==> config.mk <==
export PLATFORM = sky130hd
export DESIGN_NAME = isq_lin
export DESIGN_NICKNAME = d
export VERILOG_FILES = /design/src/rtl/isq_lin.sv
export SDC_FILE = /design/constraint.sdc
export NUM_CORES = 1
export LEC_CHECK = 0
export ABC_AREA = 1
export BUFFER_PORTS_ARGS = -buffer_cell sky130_fd_sc_hd__buf_2
export CORE_ASPECT_RATIO = 1.2
export CORE_MARGIN = 2
export CORE_UTILIZATION = 30
export DETAILED_ROUTE_END_ITERATION = 6
export MAX_ROUTING_LAYER = met4
export PLACE_DENSITY = 0.58
export SLEW_MARGIN = 15
export SYNTH_ARGS = -nofsm -noshare
export SYNTH_HDL_FRONTEND = slang
export SYNTH_SLANG_ARGS = --single-unit
==> constraint.sdc <==
create_clock -name clk -period 0.9 [get_ports clk]
set_clock_uncertainty 0.1 [all_clocks]
set_input_delay 0.135 -clock clk [delete_from_list [all_inputs] [get_ports clk]]
set_output_delay 0.135 -clock clk [all_outputs]
set_load 0.005 [all_outputs]
==> src/rtl/isq_lin.sv <==
// -----------------------------------------------------------------------------
// isq_lin -- one storage line (entry) of the issue queue.
//
// The line holds one instruction payload plus two status bits: valid (val)
// and waiting (wat). The issue-queue array instantiates one isq_lin per entry,
// and its control logic drives the per-line strobes below.
//
// Line layout, MSB first:
//    [ISQ_LINE_WIDTH-1]   val
//    [ISQ_LINE_WIDTH-2]   wat
//    [INST_WIDTH-1:0]     instruction payload
//
// Update priority at each rising edge (rst_n high), highest first:
//    fls  -> whole line zeroed, every other strobe ignored
//    en   -> whole line loaded from isq_lin_in, set/clear strobes ignored
//    else -> val and wat updated independently (clear beats set), payload holds
//
// Ports:
//    clk          in   system clock, rising-edge active
//    rst_n        in   asynchronous active-low reset, zeroes the line
//    en           in   load enable, writes isq_lin_in into the line
//    clr_wat      in   clear waiting bit
//    set_wat      in   set waiting bit
//    clr_val      in   clear valid bit
//    set_val      in   set valid bit
//    fls          in   flush, zeroes the entire line
//    isq_lin_in   in   line data to load  [ISQ_LINE_WIDTH-1:0]
//    isq_lin_out  out  current line contents, straight from the register
// -----------------------------------------------------------------------------
module isq_lin #(
   parameter int INST_WIDTH     = 14,
   // Derived from INST_WIDTH; overriding it on its own is an elaboration error.
   parameter int ISQ_LINE_WIDTH = INST_WIDTH + 2
) (
   input  logic                      clk,
   input  logic                      rst_n,
   input  logic                      en,
   input  logic                      clr_wat,
   input  logic                      set_wat,
   input  logic                      clr_val,
   input  logic                      set_val,
   input  logic                      fls,
   input  logic [ISQ_LINE_WIDTH-1:0] isq_lin_in,
   output logic [ISQ_LINE_WIDTH-1:0] isq_lin_out
);

   // Catch an inconsistent parameter override at elaboration time rather than
   // silently mis-slicing the status bits.
   generate
      if (ISQ_LINE_WIDTH != INST_WIDTH + 2) begin : g_bad_width
         $error("isq_lin: ISQ_LINE_WIDTH must equal INST_WIDTH + 2");
      end
   endgenerate

   // Field view of the line; packing order matches the MSB-first layout.
   typedef struct packed {
      logic                  val;
      logic                  wat;
      logic [INST_WIDTH-1:0] inst;
   } line_t;

   line_t r_line;   // the one and only storage register
   line_t w_nxt;    // next-state value

   // -------------------------------------------------------------------------
   // Next-state logic
   // -------------------------------------------------------------------------
   always_comb begin
      // NOTE: default to the current value first so every path assigns w_nxt;
      // an unassigned path in always_comb would infer a latch.
      w_nxt = r_line;

      if (fls) begin
         w_nxt = '0;
      end else if (en) begin
         w_nxt = line_t'(isq_lin_in);
      end else begin
         // Clear is tested first so it wins a same-cycle set/clear conflict.
         if (clr_val)      w_nxt.val = 1'b0;
         else if (set_val) w_nxt.val = 1'b1;

         if (clr_wat)      w_nxt.wat = 1'b0;
         else if (set_wat) w_nxt.wat = 1'b1;
      end
   end

   // -------------------------------------------------------------------------
   // State register
   // -------------------------------------------------------------------------
   // NOTE: the reset branch is in the sensitivity list, so rst_n low clears the
   // line immediately without waiting for a clock edge; state is assigned
   // with <= so every flop samples pre-edge values.
   always_ff @(posedge clk or negedge rst_n) begin
      if (!rst_n) begin
         r_line <= '0;
      end else begin
         r_line <= w_nxt;
      end
   end

   // Output is the register itself: no combinational path from any input.
   assign isq_lin_out = r_line;

endmodule

==> results of run 1 <==
## tightest hold or removal path: cells and delay by family
kind / cells / cell delay (ns)
AND/OR/NAND/NOR: 2 / 0.11
buffers and inverters: 2 / 0.11
## cells in the final DEF (no fill, tap or decap)
master,instances
dfrtp_1,16
buf_4,2
nand2_1,47
buf_2,39
clkbuf_8,1
inv_1,6
buf_12,2
nand2_2,1
inv_2,1
nor2_4,2
clkbuf_4,3
dlygate4sd3_1,18
nand3_1,2
## cell families after synthesis
| logic type | count (synthesis) |
|---|---|
| buf+inv | 9 |
| flops | 16 |
| simple gates | 52 |
## where the power goes
group / internal (mW) / switching (mW) / total (mW)
logic: 0.159 / 0.112 / 0.272
clock network: 0.246 / 0.211 / 0.457
registers: 0.759 / 0.0215 / 0.780
## layout make-up
| class | count | area share |
|---|---|---|
| Timing Repair Buffer | 61 | 0.3755 |
| Clock buffer | 4 | 0.03166 |
| Multi-Input combinational cell | 52 | 0.1878 |
| Sequential cell | 16 | 0.3493 |
| Inverter | 7 | 0.02293 |
| Tap cell | 30 | 0.03275 |
## worst max path at each step
stage | from | endpoint | slack (ns) | cells after the start
after global placement | en | isq_lin_out[14]$_DFFE_PN0P_ | 0.07 | 6
after global routing | isq_lin_out[6]$_DFFE_PN0P_ | isq_lin_out[6] | -0.20 | 1
after detailed placement | fls | isq_lin_out[14]$_DFFE_PN0P_ | 0.06 | 5
after floorplan | isq_lin_out[14]$_DFFE_PN0P_ | isq_lin_out[14]$_DFFE_PN0P_ | 0.13 | 4
after CTS | isq_lin_out[12]$_DFFE_PN0P_ | isq_lin_out[12] | -0.15 | 1
final | isq_lin_out[5]$_DFFE_PN0P_ | isq_lin_out[5] | -0.14 | 1
## per-stage QoR
stage / area [um^2] / power, mW
floorplan: 660.6 / 0.8663
global placement: 914.6 / 1.000
detailed placement: 914.6 / 1.003
CTS: 1146 / 1.543
global route: 1146 / 1.615
finish: 1146 / 1.509
## timing repair
item | in CTS | in global routing
setup buffers | 2 | 0
cloned | 0 | 0
hold buffers | 18 | 0
endpoints found under the hold margin | 32 | 0
endpoints found under the setup margin | 16 | 16
## per-layer routing
layer  share of wire  track usage
met3           0.093      0.05229
met2            0.47       0.2446
met4               0      0.02381
met1            0.44       0.1736
met5               0            -
==> out/results.txt, run 1 <==
Vias in the first global route -> 701
CP Class -> flip-flop to output pin
# rows -> 18
Dpl hpwl -> 1.080 mm
# clock sinks -> 16
Worst-case clock buffer depth -> 2
Top-count cell post-synth -> nand2_1
First-pass GRT wire length -> 2.801 mm
Leakage -> 0.6829 nW
Placement Setup Slack -> 0.05966 ns
All-Layer GR Usage -> 0.1487
Data required, critical path -> 0.66 ns
Ys async rst share -> 1.000
I/O Buffers -> 39
DRT iter0 DRCs -> 6
RR Startpoint -> isq_lin_out[6]$_DFFE_PN0P_
Via count -> 698
H-tree Lvls -> 1
Setup WS post-layout -> -0.1435 ns
Share of the synthesized area in the top cell type -> 0.6061
Die area -> 0.002595 mm^2
Largest net degree at the start of global routing -> 17
Compound-Gate Fraction of Synth Area -> 0
Min Tclk post-route -> 1.044 ns
Main combinational cell family by area after synthesis -> simple AND/OR/NAND/NOR gates
Root Driver -> clkbuf_4
Final setup viols -> 16
Synth cell count leaders -> nand2_1 (47), dfrtp_1 (16), inv_1 (6)
Setup TNS -> -2.053 ns
CP Buf/Inv Count -> 1
Post-route ant nets -> 0
Layout cells sized above 1 -> 0.3643
Post-synth EDFFs -> 0
Syn avg cell area -> 8.580 um^2
Clock transition at the registers of the reported paths -> 0.09 ns
XOR/XNOR share of the synthesized area -> 0
FF+latch area -> 400.4 um^2
Area of the multi-input gates -> 215.2 um^2
Max-cap violations -> 0
Crit-path max cell delay -> 0.40 ns
Synth area leaders -> dfrtp_1 (61%), nand2_1 (27%), inv_1 (3.4%), nor2_4 (3.4%), buf_6 (1.7%)
Final Max Slew Viols -> 0
DIE WIDTH -> 46.84 um
CP arrival -> 0.81 ns
Die H -> 55.41 um
Unique masters post-synth -> 9
DR DRC count -> 0
Reg2reg setup slack -> 0.07 ns
CTS tree -> built
Final non-filler cell total -> 170
Drt total wl -> 1.618 mm
Final hold violation count -> 0
Seq/Total Area, Yosys -> 0.6061
Count of boundary I/O pins -> 40
Final-stage net count -> 165
Number of flip-flops under the largest register name -> 16
RD Place Congestion -> 0.7604
GRT Residual Overflow -> 0
Worst rel slew slack -> 0.7708
Final hold slack -> 0.01506 ns
Pwr dens -> 1317 mW/mm^2
CP max-delay cell -> dfrtp_1
Cells after Synth -> 77
CP startpoint kind -> flip-flop
Core ar. -> 0.002072 mm^2
Hold path cells -> 4
Vias/cell -> 4.106
Failing checks -> negative setup slack
Antenna Cells -> 0
RSZ-0062 raised after global routing -> yes
Filler cells -> 200
Max IR drop VDD -> 1231 uV
Hold Startpoint -> clr_wat
Post-DR wirelength/cell -> 9.518 um
Worst skew pair latency -> 0.28 ns
Synthesis-to-finish area growth -> 73.48%
Initial Utilization -> 0.3188
FF-to-FF path depth -> 3
Layout Utilization -> 0.5531
Slew @ Worst Pin -> 0.3438 ns
Hold path endpoint -> isq_lin_out[14]$_DFFE_PN0P_
Post-Synth Adder-Cell Area -> 0
Crit-path max FO -> 2
Yosys reg bits -> 16
Antenna violations before repair -> 0
PostCTS Resize Cnt -> 0
Fin crit share -> 1.159
Max Fclk -> 958.3 MHz
Cell area after synthesis -> 660.6 um^2
CP cell instances -> buf_2
Net Count, Synth -> 101
CTS buffer count -> 3
Main flop type after synthesis -> dfrtp_1
Post-synthesis mux area share -> 0
Crit path max-delay family -> flip-flops
Post-Place Cells -> 146
Synth warnings -> 0
Simple-gate share of the synthesized area -> 0.3258
Critical Path End Type -> output pin
Outcome -> finished, violations left
Drt pass-1 iters -> 4
FF-to-FF End -> isq_lin_out[6]$_DFFE_PN0P_
HP Class -> input port to flip-flop
Yosys top cell by area -> dfrtp_1
Power figures use the tool's default switching activity.
==> run 2: changes to the inputs <==
BUFFER_PORTS_ARGS = -buffer_cell sky130_fd_sc_hd__buf_4   (was -buffer_cell sky130_fd_sc_hd__buf_2)
PLACE_DENSITY = 0.67   (was 0.58)
==> run 2 against run 1 <==
Net effect: the flow still finishes with violations (negative setup slack); critical path depth unchanged; sequential share of layout area decreased by 5.1 points; hold slack improved by 0.034 ns; non-clock buffer count increased by 8; die area unchanged; maximum frequency decreased by 0.66%; via count increased by 4.2%; sequential power increased by 1%; largest cell class unchanged; largest power group unchanged; highest routed layer is now met4.
==> out/results.txt, run 2 (synthesis gave the netlist of run 1 again) <==
CP cell instances -> buf_6
Final hold violation count -> 0
Vias/cell -> 4.107
CP arrival -> 0.82 ns
Max Fclk -> 951.9 MHz
FF+latch area -> 400.4 um^2
Initial Utilization -> 0.3188
Antenna violations before repair -> 0
Dpl hpwl -> 1.065 mm
Number of flip-flops under the largest register name -> 16
Drt total wl -> 1.923 mm
Synthesis-to-finish area growth -> 103.4%
I/O Buffers -> 39
Post-Place Cells -> 145
Die area -> 0.002595 mm^2
Slew @ Worst Pin -> 0.3783 ns
Count of boundary I/O pins -> 40
Final non-filler cell total -> 177
Crit-path max cell delay -> 0.41 ns
GRT Residual Overflow -> 0
# clock sinks -> 16
CP startpoint kind -> flip-flop
Antenna Cells -> 0
Post-route ant nets -> 0
HP Class -> input port to flip-flop
Post-Place Cell Area -> 992.2 um^2
CP Class -> flip-flop to output pin
DIE WIDTH -> 46.84 um
Leakage -> 0.7510 nW
Area of the multi-input gates -> 215.2 um^2
First-pass GRT wire length -> 2.884 mm
CTS tree -> built
Setup WS post-layout -> -0.1505 ns
Worst rel slew slack -> 0.7472
Fin crit share -> 1.167
H-tree Lvls -> 1
Crit-path max FO -> 2
Outcome -> finished, violations left
Pwr dens -> 1135 mW/mm^2
DR DRC count -> 0
Max IR drop VDD -> 577.2 uV
RD Place Congestion -> 0.6081
Final-stage net count -> 173
Data required, critical path -> 0.66 ns
Worst-case clock buffer depth -> 2
Vias in the first global route -> 697
Filler cells -> 170
Drt pass-1 iters -> 4
Largest net degree at the start of global routing -> 17
Final setup viols -> 20
Clock transition at the registers of the reported paths -> 0.09 ns
CP max-delay cell -> dfrtp_1
Post-DR wirelength/cell -> 10.86 um
# rows -> 18
Critical Path End Type -> output pin
Failing checks -> negative setup slack
Die H -> 55.41 um
Root Driver -> clkbuf_4
Via count -> 727
Max-cap violations -> 0
Pwr Total -> 1.525 mW
Commonest non-fill, non-tap cell in the layout -> nand2_1
CP Buf/Inv Count -> 1
RSZ-0062 raised after global routing -> yes
Worst skew pair latency -> 0.28 ns
Final Max Slew Viols -> 0
Layout cells sized above 1 -> 0.3878
DRT iter0 DRCs -> 12
Most frequent cells in the layout -> nand2_1 (47), buf_4 (32), dlygate4sd3_1 (19), buf_6 (17), dfrtp_1 (16)
Final instance area -> 0.001344 mm^2
Min Tclk post-route -> 1.050 ns
Core ar. -> 0.002072 mm^2
Crit path max-delay family -> flip-flops
All-Layer GR Usage -> 0.1543
CTS buffer count -> 3
[run 2: timing repair]
action,CTS,global route
hold buffers,19,0
pin swaps,0,1
resized for setup,16,1
endpoints found under the setup margin,16,16
hold endpoints to repair,32,0
setup buffers,3,7
[run 2: power breakdown]
group	switching (mW)	internal, mW	total (mW)
combinational	0.128	0.252	0.380
clock	0.202	0.155	0.357
sequential	0.0295	0.759	0.789
[run 2: metal layers]
| metal | vias up | share of wire | global-route usage |
|---|---|---|---|
| li1 | 369 | - | - |
| met1 | 326 | 0.46 | 0.1875 |
| met2 | 30 | 0.48 | 0.2505 |
| met3 | 2 | 0.066 | 0.01961 |
| met4 | 0 | 0.0021 | 0.05952 |
| met5 | - | 0 | - |
[run 2: worst paths after layout]
| kind | cells after the start | slack [ns] | from | to |
|---|---|---|---|---|
| max | 1 | -0.15 | isq_lin_out[6]$_DFFE_PN0P_ | isq_lin_out[6] |
| min | 5 | 0.05 | set_val | isq_lin_out[15]$_DFFE_PN0P_ |
| max reg2reg | 4 | -0.06 | isq_lin_out[6]$_DFFE_PN0P_ | isq_lin_out[6]$_DFFE_PN0P_ |
| min reg2reg | 2 | 0.41 | isq_lin_out[3]$_DFFE_PN0P_ | isq_lin_out[3]$_DFFE_PN0P_ |
| max in group asynchronous | 2 | 0.37 | rst_n | isq_lin_out[15]$_DFFE_PN0P_ |
| min in group asynchronous | 2 | 0.14 | rst_n | isq_lin_out[6]$_DFFE_PN0P_ |
[run 2: cell type report]
type	count	area share
Inverter	7	0.01955
Multi-Input combinational cell	52	0.1601
Clock buffer	3	0.01676
Tap cell	30	0.02793
Sequential cell	16	0.2980
Timing Repair Buffer	69	0.4777
[run 2: stage by stage]
| stage | utilization | setup TNS, ns | setup slack (ns) | hold WS, ns |
|---|---|---|---|---|
| finish | 0.6486 | -2.189 | -0.1505 | 0.04928 |
| global route | 0.6486 | -2.921 | -0.1855 | 0.06015 |
| CTS | 0.6214 | -2.221 | -0.1498 | 0.03349 |
| detailed placement | 0.4789 | -0.4962 | -0.05074 | -0.09322 |
| global placement | 0.4789 | -0.1245 | -0.01808 | -0.09745 |
| floorplan | - | 0 | 0.1328 | -0.2606 |
